<file path="config.mk">
export PLATFORM = sky130hd
export DESIGN_NAME = pipeline_hazard_ctrl
export DESIGN_NICKNAME = d
export VERILOG_FILES = /design/src/rtl/pipeline_ctrl_pkg.sv /design/src/rtl/pipeline_hazard_ctrl_forward_unit.sv /design/src/rtl/pipeline_hazard_ctrl.sv
export SDC_FILE = /design/constraint.sdc
export NUM_CORES = 1
export LEC_CHECK = 0
export BUFFER_PORTS_ARGS = -buffer_cell sky130_fd_sc_hd__buf_2
export CORE_MARGIN = 5
export CORE_UTILIZATION = 30
export CTS_CLUSTER_DIAMETER = 80
export CTS_CLUSTER_SIZE = 14
export DETAILED_ROUTE_END_ITERATION = 7
export SYNTH_ARGS = -nofsm -noshare
export SYNTH_HDL_FRONTEND = slang
export SYNTH_SLANG_ARGS = --single-unit
</file>
<file path="constraint.sdc">
create_clock -name clk -period 2.15 [get_ports clk]
set_input_delay 0.1075 -clock clk [delete_from_list [all_inputs] [get_ports clk]]
set_output_delay 0.1075 -clock clk [all_outputs]
set_load 0.02 [all_outputs]
</file>
<file path="src/rtl/pipeline_ctrl_pkg.sv">
// Shared types and helpers for the pipeline hazard controller.
//   fwd_sel_t  : execute-stage operand mux select
//   hz_state_t : sequencing FSM state
//   addr_hit() : register address compare with optional r0 exclusion
package pipeline_ctrl_pkg;

  localparam int REG_ADDR_W = 3;

  typedef enum logic [1:0] {
    FWD_RF  = 2'b00,
    FWD_WB  = 2'b01,
    FWD_MEM = 2'b10
  } fwd_sel_t;

  typedef enum logic [1:0] {
    RUN      = 2'b00,
    MEM_WAIT = 2'b01,
    HALT     = 2'b10
  } hz_state_t;

  // True when a and b name the same register; r0 never matches when zero_en.
  function automatic logic addr_hit(input logic [REG_ADDR_W-1:0] a,
                                    input logic [REG_ADDR_W-1:0] b,
                                    input logic                  zero_en);
    return (a == b) && !(zero_en && (a == '0));
  endfunction

endpackage

</file>
<file path="src/rtl/pipeline_hazard_ctrl_forward_unit.sv">
// forward_unit: forwarding select for one execute-stage operand.
//   ra          : operand source address in E
//   wa3m, wa3w  : destination addresses in M and W
//   regwrite_m/w: M / W instruction writes the register file
//   sel         : FWD_MEM beats FWD_WB (M holds the younger result)
module forward_unit
  import pipeline_ctrl_pkg::*;
#(
  parameter bit ZERO_REG_EN = 1'b0
) (
  input  logic [REG_ADDR_W-1:0] ra,
  input  logic [REG_ADDR_W-1:0] wa3m,
  input  logic [REG_ADDR_W-1:0] wa3w,
  input  logic                  regwrite_m,
  input  logic                  regwrite_w,
  output fwd_sel_t              sel
);

  always_comb begin
    sel = FWD_RF;
    if (regwrite_m && addr_hit(ra, wa3m, ZERO_REG_EN))      sel = FWD_MEM;
    else if (regwrite_w && addr_hit(ra, wa3w, ZERO_REG_EN)) sel = FWD_WB;
  end

endmodule

</file>
<file path="src/rtl/pipeline_hazard_ctrl.sv">
// pipeline_hazard_ctrl: stall/flush/forward control for the 5-stage pipe.
//   clk, reset            : core clock, async active-low reset
//   RA1D/RA2D, RA1E/RA2E  : source addresses in D and E
//   WA3E/WA3M/WA3W        : destination addresses in E, M, W
//   MemtoRegE             : E holds a load
//   RegWriteM/RegWriteW   : M / W writes the register file
//   BranchTakenE          : taken branch resolved in E
//   MemAccessM, MemReady  : data-memory access in M and its completion
//   ForwardAE/BE          : operand selects (00 RF, 01 W, 10 M)
//   StallF/D/E/M          : hold PC and D/E/M registers
//   FlushD/E/M            : clear F/D, D/E, E/M registers
//   Halt                  : sticky memory-timeout halt
//   StallCnt/FlushCnt     : saturating perf counters
module pipeline_hazard_ctrl
  import pipeline_ctrl_pkg::*;
#(
  parameter int MEM_TIMEOUT = 255,
  parameter int CNT_W       = 16,
  parameter int ZERO_REG_EN = 0
) (
  input  logic                  clk,
  input  logic                  reset,
  input  logic [REG_ADDR_W-1:0] RA1D,
  input  logic [REG_ADDR_W-1:0] RA2D,
  input  logic [REG_ADDR_W-1:0] RA1E,
  input  logic [REG_ADDR_W-1:0] RA2E,
  input  logic [REG_ADDR_W-1:0] WA3E,
  input  logic [REG_ADDR_W-1:0] WA3M,
  input  logic [REG_ADDR_W-1:0] WA3W,
  input  logic                  MemtoRegE,
  input  logic                  RegWriteM,
  input  logic                  RegWriteW,
  input  logic                  BranchTakenE,
  input  logic                  MemAccessM,
  input  logic                  MemReady,
  output logic [1:0]            ForwardAE,
  output logic [1:0]            ForwardBE,
  output logic                  StallF,
  output logic                  StallD,
  output logic                  StallE,
  output logic                  StallM,
  output logic                  FlushD,
  output logic                  FlushE,
  output logic                  FlushM,
  output logic                  Halt,
  output logic [CNT_W-1:0]      StallCnt,
  output logic [CNT_W-1:0]      FlushCnt
);

  // Wide enough to hold MEM_TIMEOUT itself.
  localparam int WCNT_W = $clog2(MEM_TIMEOUT + 2);
  localparam bit ZR     = (ZERO_REG_EN != 0);

  hz_state_t         state, state_d;
  logic [WCNT_W-1:0] wait_cnt, wait_d, wait_nxt;
  logic              timeout, load_use, mem_miss;
  logic              stall_all, stall_fd, flush_d, flush_e;
  fwd_sel_t          fwd_a, fwd_b;

  forward_unit #(.ZERO_REG_EN(ZR)) u_fwd_a (
    .ra(RA1E), .wa3m(WA3M), .wa3w(WA3W),
    .regwrite_m(RegWriteM), .regwrite_w(RegWriteW), .sel(fwd_a)
  );

  forward_unit #(.ZERO_REG_EN(ZR)) u_fwd_b (
    .ra(RA2E), .wa3m(WA3M), .wa3w(WA3W),
    .regwrite_m(RegWriteM), .regwrite_w(RegWriteW), .sel(fwd_b)
  );

  assign load_use = MemtoRegE && (addr_hit(WA3E, RA1D, ZR) || addr_hit(WA3E, RA2D, ZR));
  assign mem_miss = MemAccessM && !MemReady;
  assign wait_nxt = wait_cnt + WCNT_W'(1);
  // wait_nxt counts the current wait cycle; reaching the limit ends the wait.
  assign timeout  = (int'(wait_nxt) >= MEM_TIMEOUT);

  always_comb begin
    state_d   = state;
    wait_d    = wait_cnt;
    stall_all = 1'b0;
    stall_fd  = 1'b0;
    flush_d   = 1'b0;
    flush_e   = 1'b0;
    unique case (state)
      RUN: begin
        if (mem_miss) begin
          stall_all = 1'b1;
          state_d   = MEM_WAIT;
          wait_d    = '0;
        end else begin
          // Branch wins: the load-use bubble would be squashed anyway.
          flush_d  = BranchTakenE;
          flush_e  = BranchTakenE || load_use;
          stall_fd = load_use && !BranchTakenE;
        end
      end
      MEM_WAIT: begin
        // E is frozen, so a pending branch re-presents itself after the wait.
        stall_all = 1'b1;
        if (MemReady) begin
          state_d = RUN;
          wait_d  = '0;
        end else begin
          wait_d = wait_nxt;
          if (timeout) state_d = HALT;
        end
      end
      HALT:    stall_all = 1'b1;
      default: state_d = RUN;
    endcase
  end

  // Reset overrides combinationally: flush everything, stall nothing.
  assign StallF    = reset && (stall_all || stall_fd);
  assign StallD    = reset && (stall_all || stall_fd);
  assign StallE    = reset && stall_all;
  assign StallM    = reset && stall_all;
  assign FlushD    = !reset || flush_d;
  assign FlushE    = !reset || flush_e;
  assign FlushM    = !reset;
  assign ForwardAE = reset ? fwd_a : FWD_RF;
  assign ForwardBE = reset ? fwd_b : FWD_RF;

  always_ff @(posedge clk or negedge reset) begin
    if (!reset) begin
      state    <= RUN;
      wait_cnt <= '0;
      StallCnt <= '0;
      FlushCnt <= '0;
      Halt     <= 1'b0;
    end else begin
      state    <= state_d;
      wait_cnt <= wait_d;
      if (StallF && !(&StallCnt))             StallCnt <= StallCnt + CNT_W'(1);
      if ((FlushD || FlushE) && !(&FlushCnt)) FlushCnt <= FlushCnt + CNT_W'(1);
      // Registered from the state, so Halt trails entry into HALT by a cycle.
      if (state == HALT)                      Halt     <= 1'b1;
    end
  end

endmodule
</file>
* After elaboration in Yosys (flattened, before gate mapping)
Cells that the tools add are included.
W data, S select, Z words.
** Storage, ports and cells
- Bits in writable memories :: 0
- Input bits :: 29
- Memories :: 0
- Bits in latches :: 0
- Register bits after elaboration :: 44
- Word-level logic and storage cells :: 70
- Output and inout bits :: 44
- Bits in read-only memories :: 0
** Operators by class
- Bitwise logic cells :: 1
- Div/mod/pow operators :: 0
- Order comparisons :: 1
- Add/subtract/negate cells :: 3
- Multiply operators :: 0
- Eq/ne operators :: 10
- Shift operators :: 0
- Muxes and demuxes :: 21
- Reduce and logical (&&, ||, !) cells :: 29
** Operators by type and width (count)
- $add A16 B1 Y16 const B :: 2
- $reduce_and A16 Y1 :: 2
- $eq A3 B3 Y1 :: 6
- $mux W9 :: 2
- $pmux W9 S2 :: 1
- $mux W2 :: 7
- $logic_and A1 B1 Y1 :: 11
- $add A9 B1 Y9 const B :: 1
- $ge A9 B8 Y1 const B :: 1
- $mux W1 :: 9
- $logic_or A1 B1 Y1 :: 6
- $pmux W2 S3 :: 1
- $logic_not A1 Y1 :: 5
- $ne A3 B3 Y1 const B :: 1
- $reduce_and A3 Y1 :: 1
- $eq A2 B1 Y1 const B :: 1
- $eq A2 B2 Y1 const B :: 1
- $logic_not A2 Y1 :: 1
- $ne A2 B2 Y1 const B :: 1
- $pmux W1 S2 :: 1
- $reduce_and A2 Y1 :: 1
- $reduce_bool A2 Y1 :: 1
- $reduce_or A2 Y1 :: 1
- $not A1 Y1 :: 1

* Longest topological paths before layout
- Depth after elaboration :: 9
- Mapped depth :: 9
- Mapped depth without buffers :: 8

* Modules after synthesis
From an unflattened synthesis, not the netlist that was laid out.
** Unflattened totals
- Cell total of the unflattened synthesis :: 268
- Area total of the unflattened synthesis :: 2663.8 um^2
** By module, submodules not included
- pipeline_hazard_ctrl :: sequential area each 1101.1 um^2, area an instance 2511.2 um^2, cells an instance 250, instances 1
- forward_unit :: sequential area each 0.0 um^2, area an instance 76.3 um^2, cells an instance 9, instances 2

* Least setup slack after synthesis
Ideal clock, no wire load.
- Path kind :: register to register
- From :: reg StallCnt[0]
- To :: reg StallCnt[1]
- Arrival time :: 1841 ps
- Slack :: 183 ps
- Cell stages (with the launch flop) :: 8
- Setup time :: 125 ps
- Path buffers :: 1
- Period minus slack after synthesis :: 1967 ps
- Required time :: 2025 ps
- Cell sequence :: dfrtp_1 ha_1 nand3_1 nor4_4 a32oi_2 nand2_2 buf_6 mux2_4
** Between the ends
- Longest elaborated chain between the ends :: 3
- Elaborated cells between the ends (all ways) :: 4
- Those cells by class :: add/sub: 1; reduce/logical: 3
** RTL lines
- start: declaration :: line pipeline_hazard_ctrl.sv:46 : output logic [CNT_W-1:0] StallCnt,
- start signal: assignment :: line pipeline_hazard_ctrl.sv:133 : if (StallF && !(&StallCnt)) StallCnt <= StallCnt + CNT_W'(1);
- branches (longest 3 deep; another with $add A16 B1 Y16)
Parallel ways; which one is timed is not known.
A chain may end at the register's enable or synchronous reset.

* Worst setup path after layout
- From :: reg state[0]
- To :: reg StallCnt[1]
** Between the ends
- Longest elaborated chain between the ends :: 6
- Elaborated cells between the ends (all ways) :: 9
- Those cells by class :: eq/ne: 2; mux: 2; reduce/logical: 5
** RTL lines
- start: declaration :: line pipeline_hazard_ctrl.sv:54 : hz_state_t state, state_d;
- start signal: assignment :: line pipeline_hazard_ctrl.sv:131 : state <= state_d;
- $eq A2 B2 Y1 or $eq A2 B1 Y1 (tied branches) :: line pipeline_hazard_ctrl.sv:83 : unique case (state)
- $reduce_or A2 Y1 (no line)
- $pmux W1 S2 :: line pipeline_hazard_ctrl.sv:83
- $logic_or A1 B1 Y1 * :: line pipeline_hazard_ctrl.sv:113 : assign StallF = reset && (stall_all || stall_fd);
- $logic_and A1 B1 Y1 * :: line pipeline_hazard_ctrl.sv:113
- $logic_and A1 B1 Y1 * :: line pipeline_hazard_ctrl.sv:133
Mark *: on every way between the ends. The rest lies on a longest branch, timed or not.

==> results.json <==
{
  "outcome": "complete, no violations",
  "relSlewSlack_pct": 62.4,
  "die_w_um": 104,
  "cts.htree.levels": 2,
  "cts_tree": "built",
  "r2r_end": "StallCnt[1]",
  "slew_violations": 0,
  "use_met2_pct": 19.4,
  "routed_via_density": 4.91,
  "path_buf_inv": 1,
  "synth_cell_types": 45,
  "cp.arrival_ns": 2.16,
  "finalClockSkew_ns": 0.00542,
  "met1_usage_pct": 16.4,
  "critical_path.slowest_cell": "dfrtp_1",
  "critPathTopFamily": "simple AND/OR/NAND/NOR gates",
  "worstRegToRegCells": 7,
  "min_period_ns": 1.98,
  "power.leakage_nw": 1.61,
  "grt-busiest-layer": "met2",
  "vdd_drop_max_v": 0.000326,
  "overflow": 0,
  "ioPinCount": 73,
  "netlist_area_sq_um": 2650,
  "grt_pass1_vias": 2293,
  "yosys_warnings": 0,
  "path_class": "reg -> reg",
  "grt_max_degree": 45,
  "clkSinkCount": 44,
  "finish.instance_area_sq_um": 3300,
  "met3_usage_pct": 3.60,
  "hold_path_class": "in -> async",
  "grt_pass1_wl_mm": 11.1,
  "port_buffers": 72,
  "critPathMaxFanout": 11,
  "gp_congestion": 0.823,
  "reg2reg_from": "state[0]",
  "synth_seq_cells": 44,
  "yosysTopAreaCellShare_pct": 41.5,
  "antenna_found_initial": 0,
  "hold_buffers": 0,
  "ys_top_cells_by_area": "dfrtp_1, xnor2_1, xor2_1, ha_1, nand2_1",
  "period_share_pct": 92.1,
  "die_h_um": 104,
  "cts_setup_buffers": 0,
  "synthesis.nets": 307,
  "reg2reg_slack_ns": 0.17,
  "hold_viol": 0,
  "mostFrequentLayoutCell": "buf_2",
  "layout-drive-gt1-share_pct": 30.7,
  "start_kind": "flop",
  "maxCapViolations": 0,
  "post_cts_resized": 0,
  "p_per_area_nw_per_um2": 897,
  "drcViolationCount": 0,
  "clk_pin_slew_ns": 0.08,
  "diodes": 0,
  "wl_mm": 6.44,
  "start_util_pct": 30.6,
  "max-clock-path-buffers": 2,
  "yosysTopAreaCell": "dfrtp_1",
  "max_stage_delay_ns": 0.38,
  "worstSkewPairLatency_ns": 0.29,
  "cts_buffers": 5,
  "finalCoreUtilization_pct": 38.0,
  "die_area_sq_um": 10800,
  "rsz0062_at_grt": "false",
  "synthToLayoutAreaGrowth_pct": 24.5,
  "crit_chain": "inv_1 > ha_1 > and3b_1 > o21ai_2 > nand3_1 > nand2_4 > mux2_4",
  "dp.cells": 450,
  "grt.total_usage_pct": 12.2,
  "placed_area_sq_um": 3150,
  "first_pass_iters": 4,
  "fin_nets": 386,
  "max_freq_mhz": 505,
  "vias": 2243,
  "drt_iter0_markers": 61,
  "cp.required_ns": 2.33,
  "root_buffer": "clkbuf_8",
  "final_cells": 457,
  "setup-tns-final_ns": 0,
  "coreArea_sq_um": 8680,
  "syn_area_per_cell_sq_um": 9.82,
  "power_mw": 2.96,
  "wl_per_cell_um": 14.1,
  "ant_nets": 0,
  "num_rows": 34,
  "worst_slew_pin_slew_ns": 0.565,
  "finalSetupViolCount": 0,
  "most-common-layout-cells": "buf_2, dfrtp_1, nand2_1",
  "dpl.hpwl_mm": 5.04,
  "synthCells": 270,
  "synth_seq_area_share_pct": 41.5,
  "end_kind": "flop"
}
-- Yosys cell counts (all sizes together) --
library cell / instances
a2111oi: 2
nor3: 11
o2111ai: 1
mux2i: 3
buf: 4
o211ai: 1
o21ai: 14
and3b: 1
dfrtp: 44
xor2: 21
o31ai: 2
ha: 8
xnor2: 25
a21oi: 9
a21o: 1
a32oi: 1
nor4: 4
and4: 3
nand2b: 5
inv: 9
clkbuf: 2
nor4b: 1
nand3: 17
nor2b: 3
mux2: 4
nor2: 19
or2: 2
and3: 10
a31oi: 1
nand4: 11
a21bo: 1
and2: 1
nand4b: 1
nand2: 27
a31o: 1
-- layer usage --
metal	vias to the layer above	part of all wire, %
met2	65	46
met5	-	0
met3	4	7.0
met1	1077	47
li1	1097	-
met4	0	0.81
-- flip-flops by register name (all words and copies together), names as in the netlist --
register	count
Halt	1
state	2
FlushCnt	16
StallCnt	16
wait_cnt	9
-- how the worst max path moves through the flow --
stage,cells after the start,slack [ns],startpoint,end
5_1_grt,7,0.02,state[0],StallCnt[1]
4_1_cts,7,0.02,state[0],StallCnt[1]
3_3_place_gp,7,0.13,state[0],StallCnt[1]
6_report,7,0.17,state[0],StallCnt[1]
3_5_place_dp,7,0.03,state[0],StallCnt[1]
2_1_floorplan,7,0.18,StallCnt[0],StallCnt[1]
-- power breakdown --
part | switching [mW] | total, mW | internal (mW)
clock | 0.273 | 0.730 | 0.457
sequential | 0.168 | 1.14 | 0.968
combinational | 0.661 | 1.09 | 0.432
-- cell families (layout without fill, tap and decap cells) --
| logic type | count (synthesis) | in the layout | share of synthesized area (%) |
|---|---|---|---|
| AND/OR/NAND/NOR | 116 | 116 | 25.1 |
| XOR/XNOR | 46 | 46 | 15.2 |
| flip-flops | 44 | 44 | 41.5 |
| AO/OA/AOI/OAI | 34 | 34 | 8.73 |
| buffers and inverters | 15 | 94 | 2.74 |
| adder cells (fa/ha/maj) | 8 | 8 | 3.78 |
| multiplexers | 7 | 7 | 2.97 |
-- through the flow --
step / worst slack [ns] / hold slack (ns)
2_1_floorplan: 0.183 / -0.188
3_3_place_gp: 0.134 / 0.427
3_5_place_dp: 0.0316 / 0.439
4_1_cts: 0.0204 / 0.116
5_1_grt: 0.0155 / 0.148
6_report: 0.170 / 0.0778
-- area by class of cell --
type                       instances  area, sq um
clock buffer                       5         68.8
inverter                           9         33.8
sequential                        44         1100
tap                              108          135
fill                             889         5380
clock inverter                     2         60.1
timing repair buffer              78          405
multi-input combinational        211         1500
No activity file was read; power rests on OpenSTA's default activity.
